File: src/rtl/button_conditioner.sv
// Pushbutton front-end: 2-flop synchroniser, debounce FSM and press/release edge pulses per channel.
// Optional long-hold pulse on btn_long is built when LONG_PRESS_EN is defined; otherwise btn_long is tied to 0.
module button_conditioner #(
  parameter int N_BTN    = 2,
  parameter int DB_CYC   = 1000000,
  parameter int LONG_CYC = 100000000
) (
  input  logic             clk,
  input  logic             reset,
  input  logic [N_BTN-1:0] btn_in,
  output logic [N_BTN-1:0] btn_level,
  output logic [N_BTN-1:0] btn_press,
  output logic [N_BTN-1:0] btn_release,
  output logic [N_BTN-1:0] btn_long
);

  // state        | meaning
  // RELEASED     | debounced level 0, waiting for s2=1
  // PRESS_WAIT   | s2=1, counting stable cycles before accepting a press
  // HELD         | debounced level 1, waiting for s2=0
  // RELEASE_WAIT | s2=0, counting stable cycles before accepting a release
  typedef enum logic [1:0] {
    RELEASED     = 2'd0,
    PRESS_WAIT   = 2'd1,
    HELD         = 2'd2,
    RELEASE_WAIT = 2'd3
  } state_t;

  localparam int CW = (DB_CYC > 1) ? $clog2(DB_CYC) : 1;
  localparam logic [CW-1:0] CNT_LAST = CW'(DB_CYC - 1);

`ifdef LONG_PRESS_EN
  localparam int HW = (LONG_CYC > 1) ? $clog2(LONG_CYC) : 1;
  localparam logic [HW-1:0] HOLD_LAST = HW'(LONG_CYC - 1);
`endif

  if (DB_CYC < 2 || LONG_CYC < 2) begin : g_param_check
    $error("button_conditioner: DB_CYC and LONG_CYC must both be >= 2");
  end

  logic [N_BTN-1:0] sync1;
  logic [N_BTN-1:0] sync2;

  always_ff @(posedge clk) begin
    if (reset) begin
      sync1 <= '0;
      sync2 <= '0;
    end else begin
      sync1 <= btn_in;
      sync2 <= sync1;
    end
  end

  for (genvar i = 0; i < N_BTN; i++) begin : g_ch
    state_t          state_q, state_d;
    logic [CW-1:0]   cnt_q, cnt_d;
    logic            level_q, level_d;
    logic            press_q, press_d;
    logic            release_q, release_d;

    always_ff @(posedge clk) begin
      if (reset) begin
        state_q   <= RELEASED;
        cnt_q     <= '0;
        level_q   <= 1'b0;
        press_q   <= 1'b0;
        release_q <= 1'b0;
      end else begin
        state_q   <= state_d;
        cnt_q     <= cnt_d;
        level_q   <= level_d;
        press_q   <= press_d;
        release_q <= release_d;
      end
    end

    // Every transition restarts cnt, so a count never carries across states.
    always_comb begin
      state_d   = state_q;
      cnt_d     = cnt_q;
      level_d   = level_q;
      press_d   = 1'b0;
      release_d = 1'b0;
      case (state_q)
        RELEASED: begin
          if (sync2[i]) begin
            state_d = PRESS_WAIT;
            cnt_d   = '0;
          end
        end
        PRESS_WAIT: begin
          if (!sync2[i]) begin
            state_d = RELEASED;
            cnt_d   = '0;
          end else if (cnt_q == CNT_LAST) begin
            state_d = HELD;
            cnt_d   = '0;
            level_d = 1'b1;
            press_d = 1'b1;
          end else begin
            cnt_d = cnt_q + 1'b1;
          end
        end
        HELD: begin
          if (!sync2[i]) begin
            state_d = RELEASE_WAIT;
            cnt_d   = '0;
          end
        end
        RELEASE_WAIT: begin
          if (sync2[i]) begin
            state_d = HELD;
            cnt_d   = '0;
          end else if (cnt_q == CNT_LAST) begin
            state_d   = RELEASED;
            cnt_d     = '0;
            level_d   = 1'b0;
            release_d = 1'b1;
          end else begin
            cnt_d = cnt_q + 1'b1;
          end
        end
        default: begin
          state_d = RELEASED;
          cnt_d   = '0;
          level_d = 1'b0;
        end
      endcase
    end

    assign btn_level[i]   = level_q;
    assign btn_press[i]   = press_q;
    assign btn_release[i] = release_q;

`ifdef LONG_PRESS_EN
    logic [HW-1:0] hold_q, hold_d;
    logic          fired_q, fired_d;
    logic          long_q, long_d;

    // fired keeps the saturated counter from pulsing again within one press.
    always_comb begin
      hold_d  = hold_q;
      fired_d = fired_q;
      long_d  = 1'b0;
      if (state_q == PRESS_WAIT && state_d == HELD) begin
        hold_d  = '0;
        fired_d = 1'b0;
      end else if (state_q == HELD || state_q == RELEASE_WAIT) begin
        if (hold_q == HOLD_LAST) begin
          if (!fired_q) begin
            long_d  = 1'b1;
            fired_d = 1'b1;
          end
        end else begin
          hold_d = hold_q + 1'b1;
        end
      end else begin
        hold_d  = '0;
        fired_d = 1'b0;
      end
      if (state_d == RELEASED) begin
        hold_d  = '0;
        fired_d = 1'b0;
      end
    end

    always_ff @(posedge clk) begin
      if (reset) begin
        hold_q  <= '0;
        fired_q <= 1'b0;
        long_q  <= 1'b0;
      end else begin
        hold_q  <= hold_d;
        fired_q <= fired_d;
        long_q  <= long_d;
      end
    end

    assign btn_long[i] = long_q;
`else
    assign btn_long[i] = 1'b0;
`endif
  end

endmodule

File: config.mk
export PLATFORM = sky130hd
export DESIGN_NAME = button_conditioner
export DESIGN_NICKNAME = d
export VERILOG_FILES = /design/src/rtl/button_conditioner.sv
export SDC_FILE = /design/constraint.sdc
export NUM_CORES = 1
export LEC_CHECK = 0
export ABC_AREA = 1
export BUFFER_PORTS_ARGS = -buffer_cell sky130_fd_sc_hd__buf_4
export CAP_MARGIN = 0
export CORE_ASPECT_RATIO = 1.2
export CORE_UTILIZATION = 48
export CTS_CLUSTER_DIAMETER = 120
export DETAILED_ROUTE_END_ITERATION = 10
export GPL_TIMING_DRIVEN = 0
export PLACE_DENSITY = 0.67
export SYNTH_ARGS = -nofsm -noshare
export SYNTH_HDL_FRONTEND = slang
export SYNTH_SLANG_ARGS = --single-unit
File: constraint.sdc
create_clock -name clk -period 1.3 [get_ports clk]
set_input_delay 0.065 -clock clk [delete_from_list [all_inputs] [get_ports clk]]
set_output_delay 0.065 -clock clk [all_outputs]
set_load 0.01 [all_outputs]
==> impl_metrics.json, run 1 <==
{
  "final_hold_viol_count": 0,
  "cp_data_arrival_time_ns": 1.67,
  "synth_top_area_share": 0.3415,
  "synth_area_leaders": "dfxtp_1, nand2_1, inv_1",
  "period_needed_ns": 1.499,
  "finalSetupViolations": 44,
  "cp_data_required_time_ns": 1.47,
  "status": "finished with violations",
  "drc_errors": 0,
  "antenna_cells": 0,
  "drt_iter0_markers": 189,
  "startpoint": "g_ch[1].cnt_q[1]",
  "die_w_um": 76.14,
  "powerDensity_nw_per_um2": 745.9,
  "worstMarginPinSlew_ns": 0.7561,
  "grt_pass1_wl_um": 13640,
  "setup.worst_path.end": "g_ch[1].cnt_q[1]",
  "fmax_ghz": 0.6669,
  "rows": 32,
  "rsz0062_at_grt": "yes",
  "path_class": "reg2reg",
  "cts_max_level": 2,
  "grt_util_met2": 0.4803,
  "syn2layout_area_growth_pct": 35.49,
  "clock_sinks": 54,
  "fillers": 527,
  "grt_pass1_vias": 3064,
  "placeableCoreArea_um2": 6406,
  "num_io_pins": 12,
  "cts_inserted_buffers": 5,
  "num_vias": 3310,
  "initial_core_util": 0.4941,
  "reg2reg_slack_ns": -0.20,
  "gr-max-usage-layer": "met2",
  "root_buffer": "clkbuf_8",
  "clkLatencyLatePin_ns": 0.32,
  "yosysSeqAreaShare": 0.3415,
  "fin_crit_sh": 1.153,
  "yosys.area.top_type": "dfxtp_1",
  "leakagePower_nw": 1.704,
  "routedWlPerCell_um": 13.82,
  "fin_total_pwr_mw": 3.199,
  "synth_cell_types": 37,
  "reg2reg_depth": 9,
  "yosys_warnings": 0,
  "place_hpwl_um": 5502,
  "drive_gt1_frac": 0.4040,
  "cp-start-kind": "flip-flop",
  "hold_class": "in2reg",
  "cp-end-kind": "flip-flop",
  "r2r_end": "g_ch[1].cnt_q[1]",
  "syn_area_um2": 3166,
  "max-vdd-ir-drop_uv": 652.1,
  "drv_cap": 0,
  "postSynthCellCount": 499,
  "holdWs_ns": 0.2317,
  "routed_wl_um": 8734,
  "drv_slew": 0,
  "die_h_um": 90.96,
  "use_met1": 0.2638,
  "antenna_found_initial": 0,
  "overflow": 0,
  "globalplace.congestion": 0.8413,
  "postRouteAntennaNets": 0,
  "cts_tree": "done",
  "firstDrtPassIters": 5,
  "crit_fanout": 6,
  "slew_headroom": 0.4960,
  "routed_via_density": 5.237,
  "fin_skew_ns": 0.008905,
  "syn_avg_cell_area_um2": 6.344,
  "clk_pin_slew_ns": 0.11,
  "r2r-start": "g_ch[1].cnt_q[1]",
  "final_nets": 552,
  "violations": "negative setup slack",
  "die_area_um2": 6925,
  "met3_usage": 0.03417,
  "port_buffers": 8,
  "ys_ff_latch": 54,
  "cts_max_path_buffers": 2,
  "grt_max_degree": 20,
  "grt_usage": 0.2465,
  "setup_ws_ns": -0.1994
}
[report_power, final]
part	total (mW)	internal, mW	switching [mW]
Clock	1.01	0.398	0.614
Sequential	1.69	1.66	0.0289
Combinational	0.500	0.169	0.331
Total	3.20	2.23	0.974
[cells in the mapped netlist]
library cell  instances
a21o_1                1
a21oi_1              26
a21oi_2               7
and2_0                1
and3_1                1
buf_2                 3
buf_4                 8
buf_6                 2
clkbuf_1              4
clkinv_1              2
conb_1                1
dfxtp_1              54
ha_1                  2
inv_1                66
inv_2                 5
nand2_1             151
nand2_2               4
nand2_4               1
nand3_1              24
nand3_2               4
nand3_4               1
nand3b_1              4
nand4_1              17
nor2_1               62
nor2_2                5
nor2_4                3
nor3_1                9
nor3_2                1
o21a_1                1
o21ai_0              17
o21ai_2               2
o21bai_1              2
o22ai_1               1
or2_1                 1
or2_2                 1
xnor2_1               3
xor2_1                2
[worst min-delay path by stage]
stage                                   to  cells after the start  slack [ns]      start
after global routing      g_ch[1].cnt_q[5]                      2        0.25      reset
final                     g_ch[1].cnt_q[5]                      2        0.23      reset
after floorplan                   sync1[0]                      2        0.17  btn_in[0]
after CTS                 g_ch[1].cnt_q[5]                      2        0.22      reset
after global placement            sync1[0]                      3        0.27  btn_in[0]
after detailed placement          sync1[0]                      3        0.28  btn_in[0]
[cells by family after synthesis]
logic type / share of synthesized area
xor+xnor: 0.01384
fa+ha+maj: 0.007904
buf+inv: 0.1221
flops: 0.3415
compound gates: 0.1043
other cells: 0.001185
simple gates: 0.4091
[critical path, stage by stage (launching register included)]
cell,delay [ns]
dfxtp_4,0.37
ha_4,0.15
nand2_4,0.06
nor2_4,0.20
nand3_2,0.12
nor2_4,0.15
nor2_4,0.06
buf_6,0.13
nand2_1,0.06
a21oi_1,0.06
[placed cells by master, fill, tap and decap left out, types with 4 or more instances in the layout]
cell and instances:
a21oi_1 16, a21oi_2 17, buf_4 36, buf_6 10, clkbuf_8 5, dfxtp_1 18
dfxtp_2 24, dfxtp_4 12, inv_1 62, inv_2 6, nand2_1 115, nand2_2 23
nand2_4 17, nand3_1 15, nand3_2 11, nand3b_1 4, nand4_1 17, nor2_1 38
nor2_2 16, nor2_4 16, nor3_1 6, nor3_2 4, o21ai_0 11, o21ai_1 4
[state kept, by name, summed over array words and instances (netlist names), named ones only]
signal          flops
g_ch.cnt_q         40
g_ch.level_q        2
g_ch.press_q        2
g_ch.release_q      2
g_ch.state_q        2
sync1               2
sync2               2
[cell type report]
cell class	instances	area, um2	area share
clock inverters	3	26.28	0.006126
multi-input cells	356	2166	0.5050
flip-flops and latches	54	1156	0.2695
repair buffers	39	344.1	0.08022
inverters	73	292.8	0.06826
well taps	85	106.4	0.02480
clock buffers	5	68.82	0.01604
plain buffers	17	128.9	0.03005
[per-stage QoR]
step           std cells  setup slack, ns  cell area [um2]  TNS [ns]    util
2_1_floorplan        500         -0.02121             3201   -0.1091       -
3_3_place_gp         593          -0.2737             3367    -7.675  0.5256
3_5_place_dp         593          -0.2833             3367    -8.701  0.5256
4_1_cts              621          -0.1637             3902    -3.071  0.6092
5_1_grt              632          -0.2693             4289    -8.091  0.6695
6_report             632          -0.1994             4289    -4.400  0.6695
[layer usage]
metal  share of wire  vias up
li1                -     1658
met1            0.40     1550
met4           0.036        0
met3           0.032       24
met2            0.53       78
met5               0        -
[repair_timing]
action	4_1_cts	5_1_grt
setup buffers	16	11
hold buffers	2	0
cloned	2	0
endpoints found under the hold margin	2	0
pin swaps	22	31
endpoints found under the setup margin	48	50
gates resized for setup	98	97
(Power assumes the default switching activity.)
==> run 2, diff against run 1 <==
--- a/config.mk
+++ b/config.mk
@@ -5,7 +5,6 @@
 export SDC_FILE = /design/constraint.sdc
 export NUM_CORES = 1
 export LEC_CHECK = 0
-export ABC_AREA = 1
 export BUFFER_PORTS_ARGS = -buffer_cell sky130_fd_sc_hd__buf_4
 export CAP_MARGIN = 0
 export CORE_ASPECT_RATIO = 1.2
==> impl_metrics.json, run 2 <==
{
  "synth_cell_types": 50,
  "layout_common_cells": "dfxtp_1, buf_4, a31oi_1",
  "dp_cells": 385,
  "rsz0062_at_grt": "yes",
  "routedWlPerCell_um": 16.14,
  "worstMarginPinSlew_ns": 0.9643,
  "setup_ws_ns": -0.6155,
  "syn2layout_area_growth_pct": 33.80,
  "drv_slew": 0,
  "place_hpwl_um": 4095,
  "fmax_ghz": 0.5221,
  "ys_ff_latch": 54,
  "leakagePower_nw": 1.266,
  "port_buffers": 9,
  "finalSetupViolations": 50,
  "hold_end": "sync1[0]",
  "die_h_um": 84.03,
  "r2r_end": "g_ch[1].cnt_q[5]",
  "drt_iter0_markers": 108,
  "seq_area_um2": 1105,
  "antenna_found_initial": 0,
  "placeableCoreArea_um2": 5334,
  "status": "finished with violations",
  "cts_max_path_buffers": 2,
  "final_hold_viol_count": 0,
  "internal_power_mw": 2.366,
  "p_comb_frac": 0.064,
  "violations": "negative setup slack",
  "yosys_warnings": 0,
  "utilization": 0.6751,
  "cts_max_level": 2,
  "r2r-start": "g_ch[1].cnt_q[10]",
  "seqPwrFrac": 0.551,
  "drive_gt1_frac": 0.3541,
  "synth_area_leaders": "dfxtp_1, a31oi_1, a21oi_1",
  "stdcell_count": 415,
  "synth_top_area_share": 0.4017,
  "syn_area_um2": 2691,
  "rows": 29,
  "drv_cap": 0,
  "cts_tree": "done",
  "syn_avg_cell_area_um2": 8.599,
  "fillers": 427,
  "hold_class": "in2reg",
  "crit_path_max_incr_delay_ns": 0.52,
  "cp-start-kind": "flip-flop",
  "overflow": 0,
  "path_class": "reg2reg",
  "routed_via_density": 5.920,
  "multi_input_area_um2": 1730,
  "die_w_um": 70.36,
  "switching_share": 0.2250,
  "postRouteAntennaNets": 0,
  "yosys.area.top_type": "dfxtp_1",
  "period_needed_ns": 1.915,
  "routed_wl_um": 6697,
  "drc_errors": 0,
  "fin_skew_ns": 0.004657,
  "min-delay-start": "reset",
  "startpoint": "g_ch[1].cnt_q[10]",
  "crit_buf_inv": 2,
  "final_nets": 359,
  "yosysSeqAreaShare": 0.4017,
  "grt_pass1_wl_um": 11050,
  "dp_slack_ns": -0.6569,
  "die_area_um2": 5912,
  "fin_total_pwr_mw": 3.052,
  "holdWs_ns": 0.1729,
  "initial_core_util": 0.5046,
  "powerDensity_nw_per_um2": 847.6,
  "num_io_pins": 12,
  "crit_path_top_delay_cell": "or4b_4",
  "reg2reg_slack_ns": -0.62,
  "largest_reg_flops": 40,
  "max-vdd-ir-drop_uv": 498.1,
  "firstDrtPassIters": 6,
  "synth_most_common_cell": "dfxtp_1",
  "slew_headroom": 0.3522,
  "grt_max_degree": 16,
  "synthTopCellsByCount": "dfxtp_1, a31oi_1, nand2_1",
  "final_common_cell": "dfxtp_1",
  "fin_crit_sh": 1.473,
  "top_register": "g_ch.cnt_q",
  "hold_depth": 3,
  "globalplace.congestion": 0.7665,
  "root_buffer": "clkbuf_8",
  "cp-end-kind": "flip-flop",
  "synth_edf_count": 0,
  "antenna_cells": 0,
  "cp_data_required_time_ns": 1.48,
  "clk_pin_slew_ns": 0.10,
  "cp_data_arrival_time_ns": 2.09,
  "crit_chain": "or4b_4 > nor4_4 > a211oi_2 > buf_6 > clkbuf_16 > a21oi_2 > a31oi_1",
  "grt_pass1_vias": 2368,
  "clock_sinks": 54,
  "crit_fanout": 6,
  "num_vias": 2457,
  "postSynthCellCount": 313,
  "cts_inserted_buffers": 5,
  "clkLatencyLatePin_ns": 0.30,
  "grt_usage": 0.2328,
  "async_reset_ff_frac": 0,
  "ys.flop_type": "dfxtp_1",
  "power.switching_mw": 0.6867,
  "pwr-share-clk": 0.385,
  "reg2reg_depth": 7,
  "path_delay_family": "simple AND/OR/NAND/NOR gates"
}
run 2: how the worst max path moves through the flow:
stage          slack (ns)                 to  cells past startpoint
2_1_floorplan       -0.46  g_ch[1].cnt_q[14]                      7
3_3_place_gp        -0.63  g_ch[1].cnt_q[17]                      8
3_5_place_dp        -0.66  g_ch[1].cnt_q[16]                      8
4_1_cts             -0.63  g_ch[1].cnt_q[16]                      7
5_1_grt             -0.68  g_ch[1].cnt_q[16]                      7
6_report            -0.62   g_ch[1].cnt_q[5]                      7
run 2: what timing repair did:
item,CTS,global route
setup endpoints to repair,50,50
hold buffers,2,0
pin swaps,12,10
resized for setup,37,24
gates cloned,3,1
hold endpoints to repair,2,0
buffers inserted,17,5
run 2: cell families after synthesis:
group,share of synthesized area
other,0.001393
and+or+nand+nor,0.2724
AOI/OAI and AO/OA,0.1873
muxes,0.02604
buffers and inverters,0.08229
DFF,0.4017
adders and majority gates,0.009297
xor gates and xnor gates,0.01953
run 2: routing by layer:
metal | GRT usage | vias up | part of all wire
li1 | - | 1217 | -
met1 | 0.2525 | 1182 | 0.40
met2 | 0.4234 | 43 | 0.55
met3 | 0.03744 | 15 | 0.023
met4 | 0.1255 | 0 | 0.030
met5 | 0 | - | 0
run 2: through the flow:
step                      TNS, ns  instance area (um2)
after floorplan            -16.17                 2830
after global placement     -24.25                 2975
after detailed placement   -25.00                 2975
after CTS                  -25.08                 3432
final                      -23.42                 3601
after global routing       -26.87                 3601
run 2: layout make-up:
cell class | count | area share
plain buffers | 19 | 0.04587
clock buffers | 6 | 0.02293
clock inverters | 1 | 0.008339
multi-input cells | 224 | 0.4805
well taps | 62 | 0.02154
repair buffers | 36 | 0.1004
inverters | 13 | 0.01355
flip-flops and latches | 54 | 0.3068
run 2: worst reg2reg max path, cell delays in order (launching register included):
cell and delay [ns]:
dfxtp_4 0.36, or4b_4 0.52, nor4_4 0.26, a211oi_2 0.15
buf_6 0.17, clkbuf_16 0.16, a21oi_2 0.12, a31oi_1 0.05
run 2: power groups by stage:
stage / Clock, mW / Combinational, mW / Sequential [mW]
6_report: 1.17 / 0.196 / 1.68
5_1_grt: 1.25 / 0.213 / 1.69
4_1_cts: 1.19 / 0.187 / 1.68
3_5_place_dp: 0 / 0.168 / 1.73
3_3_place_gp: 0 / 0.168 / 1.73
2_1_floorplan: 0 / 0.120 / 1.72
==> run 3, diff against run 2 <==
--- a/config.mk
+++ b/config.mk
@@ -12,6 +12,7 @@
 export CTS_CLUSTER_DIAMETER = 120
 export DETAILED_ROUTE_END_ITERATION = 10
 export GPL_TIMING_DRIVEN = 0
+export MAX_ROUTING_LAYER = met4
 export PLACE_DENSITY = 0.67
 export SYNTH_ARGS = -nofsm -noshare
 export SYNTH_HDL_FRONTEND = slang
==> constraint.sdc (replaced) <==
create_clock -name clk -period 1.5 [get_ports clk]
set_input_delay 0.075 -clock clk [delete_from_list [all_inputs] [get_ports clk]]
set_output_delay 0.075 -clock clk [all_outputs]
set_load 0.01 [all_outputs]
==> impl_metrics.json, run 3 (synthesis results as in run 2) <==
{
  "utilization": 0.6622,
  "grt_max_degree": 17,
  "die_area_um2": 5912,
  "routed_wl_um": 6641,
  "drv_cap": 0,
  "rows": 29,
  "stdcell_count": 416,
  "drt_iter0_markers": 91,
  "multi_input_area_um2": 1689,
  "largest_reg_flops": 40,
  "reg2reg_slack_ns": -0.39,
  "seq_area_um2": 1116,
  "final_hold_viol_count": 0,
  "port_buffers": 9,
  "fillers": 433,
  "reg2reg_depth": 8,
  "cp-end-kind": "flip-flop",
  "finalSetupViolations": 50,
  "clk_pin_slew_ns": 0.09,
  "num_vias": 2427,
  "die_h_um": 84.03,
  "slew_headroom": 0.3072,
  "grt_pass1_wl_um": 10520,
  "min-delay-start": "reset",
  "r2r-start": "g_ch[1].cnt_q[1]",
  "routed_via_density": 5.834,
  "fin_skew_ns": 0.007931,
  "fmax_ghz": 0.5304,
  "status": "finished with violations",
  "grt_usage": 0.2287,
  "r2r_end": "g_ch[1].cnt_q[16]",
  "worstMarginPinSlew_ns": 1.031,
  "cp-start-kind": "flip-flop",
  "crit_fanout": 10,
  "clock_sinks": 54,
  "syn2layout_area_growth_pct": 31.24,
  "dp_cells": 385,
  "clkLatencyLatePin_ns": 0.31,
  "num_io_pins": 12,
  "final_nets": 359,
  "max-vdd-ir-drop_uv": 624.6,
  "path_class": "reg2reg",
  "wl_met1_um": 2893,
  "drv_slew": 0,
  "leakagePower_nw": 1.246,
  "firstDrtPassIters": 4,
  "top_layer": "met4",
  "setup_ws_ns": -0.3854,
  "powerDensity_nw_per_um2": 701.3,
  "cts_tree": "done",
  "final_common_cell": "dfxtp_1",
  "cts_max_level": 2,
  "routedWlPerCell_um": 15.96,
  "hold_end": "sync2[0]",
  "drc_errors": 0,
  "cts_inserted_buffers": 5,
  "period_needed_ns": 1.885,
  "grt_pass1_vias": 2293,
  "top_register": "g_ch.cnt_q",
  "placeableCoreArea_um2": 5334,
  "initial_core_util": 0.5046,
  "die_w_um": 70.36,
  "drive_gt1_frac": 0.3503,
  "setup_tns_ns": -13.73,
  "root_buffer": "clkbuf_8",
  "antenna_cells": 0,
  "wl_met3_um": 133,
  "rsz0062_at_grt": "yes",
  "hold_class": "in2reg",
  "overflow": 0,
  "violations": "negative setup slack",
  "holdWs_ns": 0.1972,
  "cp_data_arrival_time_ns": 2.06,
  "hold_depth": 3,
  "layout_common_cells": "dfxtp_1, buf_4, a31oi_1",
  "cts_max_path_buffers": 2,
  "fin_crit_sh": 1.257,
  "cp_data_required_time_ns": 1.67,
  "place_hpwl_um": 3946,
  "postRouteAntennaNets": 0,
  "met2_length_um": 3539,
  "antenna_found_initial": 0,
  "startpoint": "g_ch[1].cnt_q[1]",
  "globalplace.congestion": 0.7930
}
==> run 3: cell type report <==
| cell class | count | share of cell area |
|---|---|---|
| inverters | 13 | 0.01382 |
| well taps | 62 | 0.02196 |
| repair buffers | 35 | 0.09600 |
| flip-flops and latches | 54 | 0.3160 |
| plain buffers | 20 | 0.04711 |
| clock buffers | 6 | 0.02338 |
| clock inverters | 2 | 0.003542 |
| multi-input cells | 224 | 0.4782 |
==> run 3: timing repair <==
action / in CTS / in global routing
hold endpoints to repair: 2 / 0
hold buffers: 2 / 0
buffers inserted: 13 / 8
pin swaps: 20 / 8
endpoints found under the setup margin: 50 / 50
resized for setup: 47 / 21
gates cloned: 5 / 0
==> run 3: per-layer routing <==
layer / global-route usage / vias up
met5: - / -
met1: 0.2553 / 1165
li1: - / 1218
met2: 0.4147 / 37
met4: 0.06364 / 0
met3: 0.03623 / 7
==> run 3: power breakdown <==
part / internal (mW) / total [mW] / switching [mW]
Combinational: 0.0746 / 0.175 / 0.0999
Clock: 0.372 / 0.849 / 0.477
Sequential: 1.44 / 1.45 / 0.0177
==> run 3: worst max-delay path: stages, from the launching register on <==
cell      delay (ns)
dfxtp_4         0.37
ha_4            0.14
nand4_1         0.22
nor4_4          0.35
a211oi_2        0.15
buf_6           0.17
buf_8           0.15
a31oi_1         0.14
a31oi_1         0.05
==> run 3: worst max-delay path by stage <==
stage,endpoint,slack (ns),cells after the start
after floorplan,g_ch[1].cnt_q[14],-0.26,7
after CTS,g_ch[1].cnt_q[16],-0.36,7
after global routing,g_ch[1].cnt_q[18],-0.45,7
after global placement,g_ch[1].cnt_q[12],-0.43,6
final,g_ch[1].cnt_q[16],-0.39,8
after detailed placement,g_ch[1].cnt_q[12],-0.44,6
==> run 3: per-stage QoR <==
step                      worst slack, ns  total power [mW]  cell area, um2
after global routing              -0.4513             2.574            3532
final                             -0.3854             2.477            3532
after floorplan                   -0.2591             1.597            2823
after global placement            -0.4293             1.640            2968
after detailed placement          -0.4441             1.643            2968
after CTS                         -0.3646             2.506            3413
